==> config.mk <==
export PLATFORM = sky130hd
export DESIGN_NAME = uart_fifo_ctrl_flat
export DESIGN_NICKNAME = d
export VERILOG_FILES = /design/src/rtl/uart_fifo_ctrl_if.sv /design/src/rtl/uart_fifo_ctrl.sv /design/src/flat_wrapper.sv
export SDC_FILE = /design/constraint.sdc
export NUM_CORES = 1
export LEC_CHECK = 0
export ABC_AREA = 1
export CORE_MARGIN = 5
export CORE_UTILIZATION = 45
export DETAILED_ROUTE_END_ITERATION = 10
export GPL_TIMING_DRIVEN = 1
export MAX_ROUTING_LAYER = met4
export PLACE_DENSITY = 0.77
export REMOVE_ABC_BUFFERS = 1
export SLEW_MARGIN = 40
export SYNTH_ARGS = -nofsm -noshare
export SYNTH_HDL_FRONTEND = slang
export SYNTH_SLANG_ARGS = --single-unit
==> constraint.sdc <==
create_clock -name clk -period 1.7 [get_ports clk]
set_clock_uncertainty 0.15 [all_clocks]
set_input_delay 0.255 -clock clk [delete_from_list [all_inputs] [get_ports clk]]
set_output_delay 0.255 -clock clk [all_outputs]
set_load 0.03 [all_outputs]
==> src/rtl/uart_fifo_ctrl_if.sv <==
// Signal bundle between the UART FIFO controller and its register file, receiver and FIFOs.
// The slave modport is the controller; the master modport is everything around it.
interface uart_fifo_ctrl_if;
  logic       fcr_we;
  logic [7:0] fcr_wdata;
  logic       rbr_rd;
  logic       lsr_rd;
  logic       rx_char_valid;
  logic       char_tick;
  logic       rx_fifo_empty;
  logic       rx_fifo_full;
  logic       rx_fifo_thre;
  logic       fifo_en;
  logic [3:0] rx_threshold;
  logic       rx_fifo_push;
  logic       rx_fifo_pop;
  logic       rx_fifo_clr;
  logic       tx_fifo_clr;
  logic       overrun;
  logic       rx_data_irq;
  logic       rx_timeout_irq;

  modport master (
    output fcr_we, fcr_wdata, rbr_rd, lsr_rd, rx_char_valid, char_tick,
           rx_fifo_empty, rx_fifo_full, rx_fifo_thre,
    input  fifo_en, rx_threshold, rx_fifo_push, rx_fifo_pop, rx_fifo_clr,
           tx_fifo_clr, overrun, rx_data_irq, rx_timeout_irq
  );

  modport slave (
    input  fcr_we, fcr_wdata, rbr_rd, lsr_rd, rx_char_valid, char_tick,
           rx_fifo_empty, rx_fifo_full, rx_fifo_thre,
    output fifo_en, rx_threshold, rx_fifo_push, rx_fifo_pop, rx_fifo_clr,
           tx_fifo_clr, overrun, rx_data_irq, rx_timeout_irq
  );
endinterface

==> src/rtl/uart_fifo_ctrl.sv <==
// UART 16550 FIFO control: FCR decode, clear sequencing, RX push/pop gating,
// overrun flag, data-available and character-timeout interrupts.
module uart_fifo_ctrl #(
  parameter int CLR_CYCLES = 2,
  parameter int TO_CHARS   = 4
) (
  input  logic              clk,
  input  logic              rst,
  uart_fifo_ctrl_if.slave   bus
);

  typedef enum logic {IDLE, CLEAR} state_t;

  state_t     state;
  logic [3:0] clr_cnt;
  logic       fifo_en_q;
  logic [3:0] thr_q;
  logic       rx_clr_q;
  logic       tx_clr_q;
  logic       ovr_q;
  logic       to_irq_q;
  logic [2:0] to_cnt;
  logic [2:0] to_cnt_next;

  logic       en_bit;
  logic       toggle;
  logic       req_rx;
  logic       req_tx;
  logic       is_idle;
  logic       push_ok;
  logic       push;
  logic       pop;
  logic       ovr_set;
  logic       to_clear;
  logic       unused_fcr_bits;

  // Bits 5:3 (DMA mode and reserved) have no effect on this block.
  assign unused_fcr_bits = ^bus.fcr_wdata[5:3];

  function automatic logic [3:0] trig_level(input logic [1:0] code);
    case (code)
      2'b00:   trig_level = 4'd1;
      2'b01:   trig_level = 4'd4;
      2'b10:   trig_level = 4'd8;
      default: trig_level = 4'd14;
    endcase
  endfunction

  // Changing the enable flushes both FIFOs; explicit clears need enable set in the same write.
  assign en_bit  = bus.fcr_wdata[0];
  assign toggle  = bus.fcr_we & (en_bit != fifo_en_q);
  assign req_rx  = (bus.fcr_we & en_bit & bus.fcr_wdata[1]) | toggle;
  assign req_tx  = (bus.fcr_we & en_bit & bus.fcr_wdata[2]) | toggle;

  // Non-FIFO mode behaves as a single holding register: accept only when empty.
  assign is_idle = (state == IDLE);
  assign push_ok = fifo_en_q ? ~bus.rx_fifo_full : bus.rx_fifo_empty;
  assign push    = bus.rx_char_valid & is_idle & push_ok;
  assign pop     = bus.rbr_rd & is_idle & ~bus.rx_fifo_empty;
  assign ovr_set = bus.rx_char_valid & is_idle & ~push_ok;

  assign to_clear = push | pop | bus.rx_fifo_empty | ~is_idle | ~fifo_en_q;

  always_comb begin
    to_cnt_next = to_cnt;
    if (to_clear)
      to_cnt_next = 3'd0;
    else if (bus.char_tick && (to_cnt != 3'(TO_CHARS)))
      to_cnt_next = to_cnt + 3'd1;
  end

  // FCR register and clear sequencer; a clear request during CLEAR restarts the hold.
  always_ff @(posedge clk or posedge rst) begin
    if (rst) begin
      state     <= IDLE;
      clr_cnt   <= 4'd0;
      fifo_en_q <= 1'b0;
      thr_q     <= 4'd1;
      rx_clr_q  <= 1'b0;
      tx_clr_q  <= 1'b0;
    end else begin
      if (bus.fcr_we) begin
        fifo_en_q <= en_bit;
        thr_q     <= trig_level(bus.fcr_wdata[7:6]);
      end
      case (state)
        IDLE: begin
          if (req_rx || req_tx) begin
            state    <= CLEAR;
            clr_cnt  <= 4'(CLR_CYCLES - 1);
            rx_clr_q <= req_rx;
            tx_clr_q <= req_tx;
          end
        end
        CLEAR: begin
          if (req_rx || req_tx) begin
            clr_cnt  <= 4'(CLR_CYCLES - 1);
            rx_clr_q <= rx_clr_q | req_rx;
            tx_clr_q <= tx_clr_q | req_tx;
          end else if (clr_cnt == 4'd0) begin
            state    <= IDLE;
            rx_clr_q <= 1'b0;
            tx_clr_q <= 1'b0;
          end else begin
            clr_cnt  <= clr_cnt - 4'd1;
          end
        end
        default: state <= IDLE;
      endcase
    end
  end

  // Overrun (set beats the LSR read) and the RX inactivity timer.
  always_ff @(posedge clk or posedge rst) begin
    if (rst) begin
      ovr_q    <= 1'b0;
      to_cnt   <= 3'd0;
      to_irq_q <= 1'b0;
    end else begin
      if (ovr_set)
        ovr_q <= 1'b1;
      else if (bus.lsr_rd)
        ovr_q <= 1'b0;
      to_cnt   <= to_cnt_next;
      to_irq_q <= (to_cnt_next == 3'(TO_CHARS));
    end
  end

  assign bus.fifo_en        = fifo_en_q;
  assign bus.rx_threshold   = thr_q;
  assign bus.rx_fifo_push   = push;
  assign bus.rx_fifo_pop    = pop;
  assign bus.rx_fifo_clr    = rx_clr_q;
  assign bus.tx_fifo_clr    = tx_clr_q;
  assign bus.overrun        = ovr_q;
  assign bus.rx_data_irq    = fifo_en_q ? bus.rx_fifo_thre : ~bus.rx_fifo_empty;
  assign bus.rx_timeout_irq = to_irq_q;

endmodule

==> src/flat_wrapper.sv <==
// flat-port wrapper written by rule: the top's interface ports become plain ports
module uart_fifo_ctrl_flat 
#(
  parameter int CLR_CYCLES = 2,
  parameter int TO_CHARS   = 4
)
  (clk, rst, bus_fcr_we, bus_fcr_wdata, bus_rbr_rd, bus_lsr_rd, bus_rx_char_valid, bus_char_tick, bus_rx_fifo_empty, bus_rx_fifo_full, bus_rx_fifo_thre, bus_fifo_en, bus_rx_threshold, bus_rx_fifo_push, bus_rx_fifo_pop, bus_rx_fifo_clr, bus_tx_fifo_clr, bus_overrun, bus_rx_data_irq, bus_rx_timeout_irq);
  uart_fifo_ctrl_if bus_i ();
  input  logic clk;
  input  logic rst;
  input wire logic [$bits(bus_i.fcr_we)-1:0] bus_fcr_we;
  input wire logic [$bits(bus_i.fcr_wdata)-1:0] bus_fcr_wdata;
  input wire logic [$bits(bus_i.rbr_rd)-1:0] bus_rbr_rd;
  input wire logic [$bits(bus_i.lsr_rd)-1:0] bus_lsr_rd;
  input wire logic [$bits(bus_i.rx_char_valid)-1:0] bus_rx_char_valid;
  input wire logic [$bits(bus_i.char_tick)-1:0] bus_char_tick;
  input wire logic [$bits(bus_i.rx_fifo_empty)-1:0] bus_rx_fifo_empty;
  input wire logic [$bits(bus_i.rx_fifo_full)-1:0] bus_rx_fifo_full;
  input wire logic [$bits(bus_i.rx_fifo_thre)-1:0] bus_rx_fifo_thre;
  output wire logic [$bits(bus_i.fifo_en)-1:0] bus_fifo_en;
  output wire logic [$bits(bus_i.rx_threshold)-1:0] bus_rx_threshold;
  output wire logic [$bits(bus_i.rx_fifo_push)-1:0] bus_rx_fifo_push;
  output wire logic [$bits(bus_i.rx_fifo_pop)-1:0] bus_rx_fifo_pop;
  output wire logic [$bits(bus_i.rx_fifo_clr)-1:0] bus_rx_fifo_clr;
  output wire logic [$bits(bus_i.tx_fifo_clr)-1:0] bus_tx_fifo_clr;
  output wire logic [$bits(bus_i.overrun)-1:0] bus_overrun;
  output wire logic [$bits(bus_i.rx_data_irq)-1:0] bus_rx_data_irq;
  output wire logic [$bits(bus_i.rx_timeout_irq)-1:0] bus_rx_timeout_irq;
  assign bus_i.fcr_we = bus_fcr_we;
  assign bus_i.fcr_wdata = bus_fcr_wdata;
  assign bus_i.rbr_rd = bus_rbr_rd;
  assign bus_i.lsr_rd = bus_lsr_rd;
  assign bus_i.rx_char_valid = bus_rx_char_valid;
  assign bus_i.char_tick = bus_char_tick;
  assign bus_i.rx_fifo_empty = bus_rx_fifo_empty;
  assign bus_i.rx_fifo_full = bus_rx_fifo_full;
  assign bus_i.rx_fifo_thre = bus_rx_fifo_thre;
  assign bus_fifo_en = bus_i.fifo_en;
  assign bus_rx_threshold = bus_i.rx_threshold;
  assign bus_rx_fifo_push = bus_i.rx_fifo_push;
  assign bus_rx_fifo_pop = bus_i.rx_fifo_pop;
  assign bus_rx_fifo_clr = bus_i.rx_fifo_clr;
  assign bus_tx_fifo_clr = bus_i.tx_fifo_clr;
  assign bus_overrun = bus_i.overrun;
  assign bus_rx_data_irq = bus_i.rx_data_irq;
  assign bus_rx_timeout_irq = bus_i.rx_timeout_irq;
  uart_fifo_ctrl #(.CLR_CYCLES(CLR_CYCLES), .TO_CHARS(TO_CHARS)) u_core (.clk(clk), .rst(rst), .bus(bus_i));
endmodule
* After elaboration in Yosys (flattened, before gate mapping)
Index checks and enable logic that the tools add are counted.
** Word-level totals
- Bits of input ports :: 18
- Output and inout bits :: 12
- Word-level logic and storage cells :: 70
- Register bits after elaboration :: 17
** Operators by class
- Bitwise operators :: 22
- $add $sub $neg :: 2
- Multiplexer cells :: 22
- Reductions and logical operators :: 7
- Equal/unequal tests :: 8
** Operators by type and width (count)
- two-way mux 1 bit :: 12
- two-way mux 4 bit :: 3
- one-hot mux 4 bit (3 select lines) :: 1
- AND 1 bit :: 9
- inequality test 3 bit (second input constant) :: 3
- OR 1 bit :: 8
- one-hot mux 4 bit (2 select lines) :: 1
- two-way mux 3 bit :: 2
- one-hot mux 1 bit (2 select lines) :: 3
- inverter 1 bit :: 5
- zero test 4 bit :: 1
- AND reduction 2 bit :: 2
- subtractor 4 x 1 -> 4 bit (second input constant) :: 1
- adder 3 x 1 -> 3 bit (second input constant) :: 1
- equality test 3 bit (second input constant) :: 1
- equality test 2 x 1 -> 1 bit (second input constant) :: 1
- equality test 2 bit (second input constant) :: 1
- zero test 2 bit :: 1
- inequality test 2 bit (second input constant) :: 1
- nonzero test 2 bit :: 1
- logical AND 1 bit :: 1
- logical OR 1 bit :: 1
- inequality test 1 bit :: 1

* Depth between registers and ports, before layout
Gate-level depths: netlist of the first run.
- Word-level depth :: 9
- Mapped depth :: 8
- Gate-level depth less buffers :: 8

* Worst setup path before layout of the first run
No wires, ideal clock.
- Path type :: register -> output
- Start point :: register u_core.fifo_en_q, in the netlist u_core.bus.fifo_en
- End point :: output bus_rx_fifo_push
- Setup slack :: 0.185 ns
- Cell stages (with the launch flop) :: 5
- Data arrival time :: 1.110 ns
- Required time :: 1.295 ns
- Path through :: dfrtp_1 inv_1 nand2_1 nand4_1 inv_1
** On the way
- Longest elaborated chain between the ends :: 2
** Ends and longest elaborated chain
- start, declared :: RTL line uart_fifo_ctrl.sv:16 : logic fifo_en_q;
- start signal, assigned :: RTL line uart_fifo_ctrl.sv:83 : fifo_en_q <= en_bit;
- two-way mux 1 bit :: RTL line uart_fifo_ctrl.sv:57 : assign push_ok = fifo_en_q ? ~bus.rx_fifo_full : bus.rx_fifo_empty;
- AND 1 bit :: RTL line uart_fifo_ctrl.sv:58 : assign push = bus.rx_char_valid & is_idle & push_ok;
- end, declared :: RTL line flat_wrapper.sv:22 : output wire logic [$bits(bus_i.rx_fifo_push)-1:0] bus_rx_fifo_push;
No other way between the ends.

* Final worst setup path of the first run
- Start point :: register u_core.thr_q[0], in the netlist u_core.bus.rx_threshold[0]
- End point :: output bus_rx_threshold[0]
** RTL lines
- start, declared :: RTL line uart_fifo_ctrl.sv:17 : logic [3:0] thr_q;
- start signal, assigned :: RTL line uart_fifo_ctrl.sv:84 : thr_q <= trig_level(bus.fcr_wdata[7:6]);
- end, declared :: RTL line flat_wrapper.sv:21 : output wire logic [$bits(bus_i.rx_threshold)-1:0] bus_rx_threshold;
No word-level cell between the ends.

==> impl_metrics.json, run 1 <==
{
  "cpMaxStageDelayCell": "dfstp_2",
  "synth_top_area_share_pct": 40.9,
  "hpwl_um": 1560,
  "wire_per_inst_um": 10.8,
  "final_nets": 177,
  "cts.htree.levels": 1,
  "ys.warnings.count": 0,
  "power.density_nw_per_um2": 1100,
  "die-area_um2": 3210,
  "cts-root-buf": "clkbuf_4",
  "grt_max_degree": 18,
  "worst_skew_pair.late_latency_ns": 0.29,
  "slew-limit-headroom_pct": 79.3,
  "whs_ns": 0.117,
  "r2r_end": "u_core.clr_cnt[0]",
  "die_width_um": 56.6,
  "worstPathMaxFanout": 2,
  "num_rows": 16,
  "overflow": 0,
  "dr.first_iter.drc_count": 20,
  "syn_area_um2": 978,
  "layout_commonest_cell": "nand2_1",
  "tightest_slew_ns": 0.311,
  "rsz0062_at_grt": "no",
  "antennaDiodeCount": 0,
  "clock_path_buffers": 2,
  "multiInputGateArea_um2": 458,
  "slew_viol_final": 0,
  "dp.cells": 172,
  "grt_pass1_wl_um": 3540,
  "cts.sinks": 17,
  "num_vias": 859,
  "setup_slack_ns": 0.0775,
  "drive_gt1_share_pct": 25.3,
  "ys_seq_elements": 17,
  "yosysTopAreaCell": "dfrtp_1",
  "drt_first_pass_iters": 4,
  "fin_tns_setup_ns": 0,
  "synth.area.top_cells": "dfrtp_1 (41%), nand2_1 (9.2%), inv_1 (6.9%)",
  "power.leakage_nw": 0.704,
  "instances_no_fill": 181,
  "start_kind": "flip-flop",
  "layout_common_cells": "nand2_1 (23), inv_1 (17), dfrtp_1 (15), clkdlybuf4s50_1 (14), buf_4 (11)",
  "max_freq_ghz": 0.616,
  "cpPeakStageDelay_ns": 0.54,
  "hold_viol": 0,
  "status": "finished, final reports clean",
  "r2r_cells": 8,
  "syn_inst": 117,
  "arrival_ns": 1.22,
  "antenna_found_initial": 0,
  "numPortBuffers": 26,
  "ir_worst_vdd_mv": 0.705,
  "yosysUniqueCellTypes": 27,
  "crit_required_ns": 1.29,
  "min_period_ns": 1.62,
  "critPathTopFamily": "flip-flops",
  "cts_tree": "yes",
  "rrSetupSlack_ns": 0.12,
  "post-place-ws_ns": 0.0432,
  "path_buf_inv": 1,
  "syn2layout_area_growth_pct": 36.3,
  "drt-total-wl_um": 1960,
  "setup_violations": 0,
  "hold_path.class": "in2async",
  "place_congestion": 0.787,
  "globalRouteTotalUtil_pct": 14.4,
  "io_pins": 30,
  "path_cells": "dlygate4sd2_1",
  "coreArea_um2": 2020,
  "grt_pass1_vias": 861,
  "fillers": 170,
  "crit_path_end_kind": "primary output",
  "fin_crit_sh_pct": 95.4,
  "ys_seq_area_share_pct": 43.6,
  "clkTransAtPathRegs_ns": 0.10,
  "cap_viol_max_count": 0,
  "regArea_um2": 428,
  "synth_area_per_cell_um2": 8.36,
  "path_class": "reg2out",
  "cts_hold_buf": 0,
  "numCtsBuffers": 3,
  "drc": 0,
  "post-route-util_pct": 66.0,
  "via_per_inst": 4.75,
  "start_util_pct": 48.4,
  "final_antenna_net_count": 0,
  "rr_startpoint": "u_core.bus.fifo_en",
  "die_h_um": 56.6
}
state kept, by name (all words and copies together), names as in the netlist:
register,count
u_core.to_cnt,3
u_core.bus.rx_fifo_clr,1
u_core.bus.rx_threshold,4
u_core.bus.fifo_en,1
u_core.state,1
u_core.clr_cnt,4
u_core.bus.tx_fifo_clr,1
u_core.bus.rx_timeout_irq,1
u_core.bus.overrun,1
kinds of logic (layout without fill, tap and decap cells):
logic type      Yosys count  in the layout  synth area share (%)
fa+ha+maj                 4              4                  5.12
buf+inv                  23             60                  9.85
simple gates             58             58                  31.5
xor+xnor                  2              2                  1.79
compound gates           13             13                  8.18
flops                    17             17                  43.6
power breakdown:
part           internal, mW  switching, mW  leakage [nW]  total, mW
registers             0.496         0.0696         0.213      0.565
logic                 0.277          0.412         0.472      0.689
clock network        0.0874          0.125        0.0177      0.213
through the flow:
| step | area (µm²) | power (mW) |
|---|---|---|
| 5_1_grt | 1330 | 1.60 |
| 4_1_cts | 1300 | 1.45 |
| 6_report | 1330 | 1.47 |
| 2_1_floorplan | 967 | 1.03 |
| 3_3_place_gp | 1280 | 1.23 |
| 3_5_place_dp | 1280 | 1.25 |
how the worst max path moves through the flow:
stage | start | endpoint | slack (ns) | depth (start not counted)
final | u_core.bus.rx_threshold[0] | bus_rx_threshold[0] | 0.08 | 1
after CTS | u_core.bus.fifo_en | bus_rx_fifo_push | 0.02 | 5
after global routing | u_core.bus.fifo_en | u_core.clr_cnt[0] | 0.006 | 8
after detailed placement | bus_fcr_wdata[0] | u_core.clr_cnt[3] | 0.04 | 8
after global placement | bus_fcr_wdata[0] | u_core.clr_cnt[3] | 0.08 | 8
after floorplan | u_core.bus.fifo_en | bus_rx_fifo_push | 0.18 | 4
synthesized netlist by cell type, drive strengths merged:
cell type   n
ha          4
xor2        2
nand4       4
inv        22
o21ai       8
a21o        1
dfstp       1
nand3b      1
nor3        2
a21oi       3
nor2       10
dfrtp      16
nand2      30
buf         1
a31oi       1
nand3      11
metal layers:
metal | GRT usage, % | routed length, µm
met5 | - | 0
met4 | 7.80 | 31
met3 | 2.52 | 59
met2 | 22.4 | 961
met1 | 17.5 | 901
timing repair:
action / in CTS / in global routing
setup buffers: 1 / 4
gates resized for setup: 9 / 3
pin swaps: 0 / 0
endpoints found under the setup margin: 10 / 2
layout make-up:
cell class                 count  area share, %
inverter                      22           6.38
clock buffer                   3           1.69
timing repair buffer          34           22.6
clock inverter                 1          0.375
sequential                    17           32.1
multi-input combinational     77           34.3
tap                           27           2.53
(Power assumes the default switching activity.)
==> run 2, diff against run 1 <==
--- a/config.mk
+++ b/config.mk
@@ -12,6 +12,7 @@
 export GPL_TIMING_DRIVEN = 1
 export MAX_ROUTING_LAYER = met4
 export PLACE_DENSITY = 0.77
+export RECOVER_POWER = 25
 export REMOVE_ABC_BUFFERS = 1
 export SLEW_MARGIN = 40
 export SYNTH_ARGS = -nofsm -noshare
==> run 2 against run 1 <==
Effect of this change: worst hold slack better by 0.21 ns; utilization shrank 0.19 points; setup slack unchanged; clock-buffer cell count unchanged; combinational power about the same; sequential power hardly changed; register-to-register slack is essentially flat.
==> impl_metrics.json, run 2 (same netlist as run 1, synthesis figures left out) <==
{
  "status": "finished, final reports clean",
  "tightest_slew_ns": 0.903,
  "layout_common_cells": "nand2_1 (23), inv_1 (17), dfrtp_1 (15), clkdlybuf4s50_1 (13), buf_4 (10)",
  "clkTransAtPathRegs_ns": 0.10,
  "path_depth": 1,
  "via_per_inst": 4.75,
  "p_total_mw": 1.47,
  "num_vias": 859,
  "cap_viol_max_count": 0,
  "min_period_ns": 1.62,
  "cts_tree": "yes",
  "die_width_um": 56.6,
  "place_congestion": 0.787,
  "grt_pass1_wl_um": 3540,
  "worst_skew_pair.late_latency_ns": 0.29,
  "fin_crit_sh_pct": 95.4,
  "globalRouteTotalUtil_pct": 14.4,
  "r2r_cells": 8,
  "path_cells": "dlygate4sd2_1",
  "cts.htree.levels": 1,
  "grt_pass1_vias": 861,
  "regArea_um2": 428,
  "rsz0062_at_grt": "no",
  "hold_viol": 0,
  "drc": 0,
  "grt_max_degree": 18,
  "fillers": 172,
  "path_buf_inv": 1,
  "die_h_um": 56.6,
  "power.density_nw_per_um2": 1100,
  "rr_startpoint": "u_core.bus.fifo_en",
  "arrival_ns": 1.22,
  "crit_path_end_kind": "primary output",
  "final_nets": 177,
  "hp-start": "u_core.bus.rx_threshold[3]",
  "hold_path.class": "reg2reg",
  "wire_per_inst_um": 10.8,
  "max_freq_ghz": 0.616,
  "fin_tns_setup_ns": 0,
  "drt-total-wl_um": 1950,
  "num_rows": 16,
  "cts_hold_buf": 0,
  "final_antenna_net_count": 0,
  "crit_required_ns": 1.29,
  "dr.first_iter.drc_count": 20,
  "coreArea_um2": 2020,
  "numCtsBuffers": 3,
  "whs_ns": 0.328,
  "antenna_found_initial": 0,
  "ir_worst_vdd_mv": 0.704,
  "cts.sinks": 17,
  "multiInputGateArea_um2": 458,
  "drt_first_pass_iters": 4,
  "syn2layout_area_growth_pct": 35.9,
  "hold_depth": 2,
  "hpwl_um": 1560,
  "overflow": 0,
  "path_class": "reg2out",
  "clock_path_buffers": 2,
  "cpPeakStageDelay_ns": 0.54,
  "setup_violations": 0,
  "power.leakage_nw": 0.700,
  "slew_viol_final": 0,
  "io_pins": 30,
  "start_util_pct": 48.4,
  "start_kind": "flip-flop",
  "cts-root-buf": "clkbuf_4",
  "cpMaxStageDelayCell": "dfstp_2",
  "critPathTopFamily": "flip-flops",
  "rrSetupSlack_ns": 0.12,
  "crit_start": "u_core.bus.rx_threshold[0]",
  "drive_gt1_share_pct": 24.7,
  "layout_commonest_cell": "nand2_1",
  "worstPathMaxFanout": 2,
  "antennaDiodeCount": 0,
  "slew-limit-headroom_pct": 39.8,
  "die-area_um2": 3210,
  "numPortBuffers": 26
}
## run 2: changes by cell type in the layout (fill, tap and decap cells not counted), sizes merged
cell / delta
buf: -1
clkbuf: +1
clkdlybuf4s50: -1
dlygate4sd3: +1
## run 2: final timing paths
check	end
setup / recovery	bus_rx_threshold[0]
hold / removal	u_core.bus.rx_threshold[3]
setup reg to reg	u_core.clr_cnt[0]
hold reg to reg	u_core.bus.rx_threshold[3]
max in group asynchronous	u_core.state
min in group asynchronous	u_core.bus.tx_fifo_clr
## run 2: report_power, final
part	internal (mW)	switching (mW)	total, mW	leakage, nW
registers	0.496	0.0696	0.565	0.213
clock network	0.0874	0.125	0.213	0.0177
logic	0.276	0.412	0.687	0.469
## run 2: final cells by class
type / count / share of cell area (%)
inverters: 22 / 6.40
clock buffers: 3 / 1.69
repair buffers: 34 / 22.4
clock inverters: 1 / 0.376
multi-input cells: 77 / 34.4
well taps: 27 / 2.54
flip-flops and latches: 17 / 32.2
## run 2: layer usage
layer | vias up | wire [µm] | global-route usage [%]
met4 | 0 | 31 | 7.80
met1 | 391 | 899 | 17.5
met5 | - | 0 | -
li1 | 448 | - | -
met3 | 4 | 59 | 2.52
met2 | 16 | 961 | 22.4
## run 2: per-stage QoR
step           setup WS, ns  cell area, µm²  std cells  utilization (%)
3_3_place_gp         0.0773            1280        172             63.1
5_1_grt             0.00577            1330        181             65.8
2_1_floorplan         0.185             967        116                -
3_5_place_dp         0.0432            1280        172             63.1
6_report             0.0775            1330        181             65.8
4_1_cts              0.0220            1300        177             64.3
## run 2: what timing repair did
action	in CTS	in global routing
endpoints found under the hold margin	0	0
setup buffers	1	4
setup endpoints to repair	10	2
gates cloned	0	0
resized for setup	9	3
==> run 3, diff against run 2 <==
--- a/config.mk
+++ b/config.mk
@@ -7,11 +7,12 @@
 export LEC_CHECK = 0
 export ABC_AREA = 1
 export CORE_MARGIN = 5
-export CORE_UTILIZATION = 45
+export CORE_UTILIZATION = 60
 export DETAILED_ROUTE_END_ITERATION = 10
+export DONT_BUFFER_PORTS = 1
 export GPL_TIMING_DRIVEN = 1
 export MAX_ROUTING_LAYER = met4
-export PLACE_DENSITY = 0.77
+export PLACE_DENSITY = 0.76
 export RECOVER_POWER = 25
 export REMOVE_ABC_BUFFERS = 1
 export SLEW_MARGIN = 40
==> run 3 against run 2 <==
Effect of this change: sequential share of layout area is 6.2 points higher; routed wire length is 1.3% lower; sequential power is 14% higher; clock power hardly changed; clock-buffer cell count is 1 higher; power is 4.7% lower; maximum frequency is 1.9% higher; highest routed layer unchanged.
==> impl_metrics.json, run 3 (same netlist as run 1, synthesis figures left out) <==
{
  "multiInputGateArea_um2": 455,
  "design_area_um2": 1110,
  "hpwl_um": 1350,
  "dr.first_iter.drc_count": 21,
  "power.leakage_nw": 0.584,
  "place_area_um2": 1010,
  "final_antenna_net_count": 0,
  "layout_common_cells": "nand2_1 (24), inv_1 (17), dfrtp_1 (15), nand3_1 (9), dlygate4sd3_1 (7)",
  "wire_per_inst_um": 13.1,
  "numCtsBuffers": 3,
  "hold_viol": 0,
  "power.density_nw_per_um2": 1250,
  "fin_tns_setup_ns": 0,
  "numPortBuffers": 0,
  "slew-limit-headroom_pct": 57.6,
  "max_freq_ghz": 0.628,
  "start_kind": "primary input",
  "rsz0062_at_grt": "no",
  "hold_depth": 3,
  "slew_viol_final": 0,
  "tightest_slew_ns": 0.635,
  "crit_path_end_kind": "flip-flop",
  "io_pins": 30,
  "die_h_um": 50.4,
  "antenna_found_initial": 0,
  "place_congestion": 0.702,
  "cts_tree": "yes",
  "arrival_ns": 1.67,
  "cts.sinks": 17,
  "layout_commonest_cell": "nand2_1",
  "grt_max_degree": 18,
  "r2r_cells": 6,
  "crit_required_ns": 1.77,
  "grt_pass1_vias": 828,
  "drive_gt1_share_pct": 22.9,
  "p_total_mw": 1.40,
  "num_vias": 798,
  "worstPathMaxFanout": 4,
  "r2r_end": "u_core.bus.overrun",
  "fin_crit_sh_pct": 93.7,
  "regArea_um2": 428,
  "start_util_pct": 64.2,
  "ir_worst_vdd_mv": 0.799,
  "setup_slack_ns": 0.107,
  "min_period_ns": 1.59,
  "drt-total-wl_um": 1930,
  "drc": 0,
  "worst_skew_pair.late_latency_ns": 0.28,
  "fillers": 126,
  "die_width_um": 50.4,
  "clkTransAtPathRegs_ns": 0.10,
  "clock_path_buffers": 2,
  "drt_first_pass_iters": 4,
  "status": "finished, final reports clean",
  "grt_pass1_wl_um": 3460,
  "rr_startpoint": "u_core.bus.fifo_en",
  "min_to": "u_core.to_cnt[0]",
  "num_rows": 14,
  "globalRouteTotalUtil_pct": 17.6,
  "cts-root-buf": "clkbuf_4",
  "via_per_inst": 5.43,
  "coreArea_um2": 1520,
  "final_nets": 154,
  "cap_viol_max_count": 0,
  "hold_path.class": "in2reg",
  "syn2layout_area_growth_pct": 13.9,
  "rrSetupSlack_ns": 0.11,
  "path_class": "in2reg",
  "cts.htree.levels": 1,
  "setup_violations": 0,
  "hp-start": "bus_rbr_rd",
  "overflow": 0,
  "die-area_um2": 2540,
  "post-place-ws_ns": 0.299,
  "antennaDiodeCount": 0
}
==> run 3: what timing repair did <==
action,in CTS,in global routing
pin swaps,0,0
endpoints found under the hold margin,22,0
setup buffers,0,1
endpoints found under the setup margin,1,2
hold buffers,7,0
gates resized for setup,1,2
==> run 3: report_power, final <==
part | internal (mW) | switching (mW)
logic | 0.198 | 0.341
clock network | 0.0911 | 0.124
registers | 0.493 | 0.149
total | 0.782 | 0.614
==> run 3: area by class of cell <==
type | count | area share [%]
clock buffers | 4 | 2.36
inverters | 22 | 7.63
multi-input cells | 77 | 40.9
well taps | 16 | 1.80
flip-flops and latches | 17 | 38.4
repair buffers | 11 | 8.98
==> run 3: worst max path at each step <==
stage,from,end,slack (ns),depth (start not counted)
after floorplan,u_core.bus.fifo_en,bus_rx_fifo_push,0.18,4
after global placement,u_core.to_cnt[0],u_core.bus.rx_timeout_irq,0.31,6
after detailed placement,u_core.to_cnt[0],u_core.bus.rx_timeout_irq,0.30,6
after CTS,u_core.bus.fifo_en,u_core.bus.overrun,0.03,6
after global routing,u_core.bus.fifo_en,u_core.bus.overrun,0.02,6
final,bus_fcr_we,u_core.bus.fifo_en,0.11,3
==> run 3: stage by stage <==
stage	utilization (%)	hold slack, ns	cells
final	73.2	0.0364	147
after global routing	73.2	0.0497	147
after CTS	72.6	0.0384	146
after detailed placement	66.3	0.110	135
after global placement	66.3	0.100	135
after floorplan	-	0.0303	116
==> run 3: metal layers <==
layer / wire length [µm] / track usage (%)
met1: 746 / 19.4
met2: 1020 / 32.2
met3: 139 / 4.44
met4: 19 / 2.98
met5: 0 / -
==> run 3: critical path, stage by stage <==
cell and delay [ns]:
dlygate4sd3_1 0.59, o21ai_0 0.23, dlygate4sd3_1 0.59
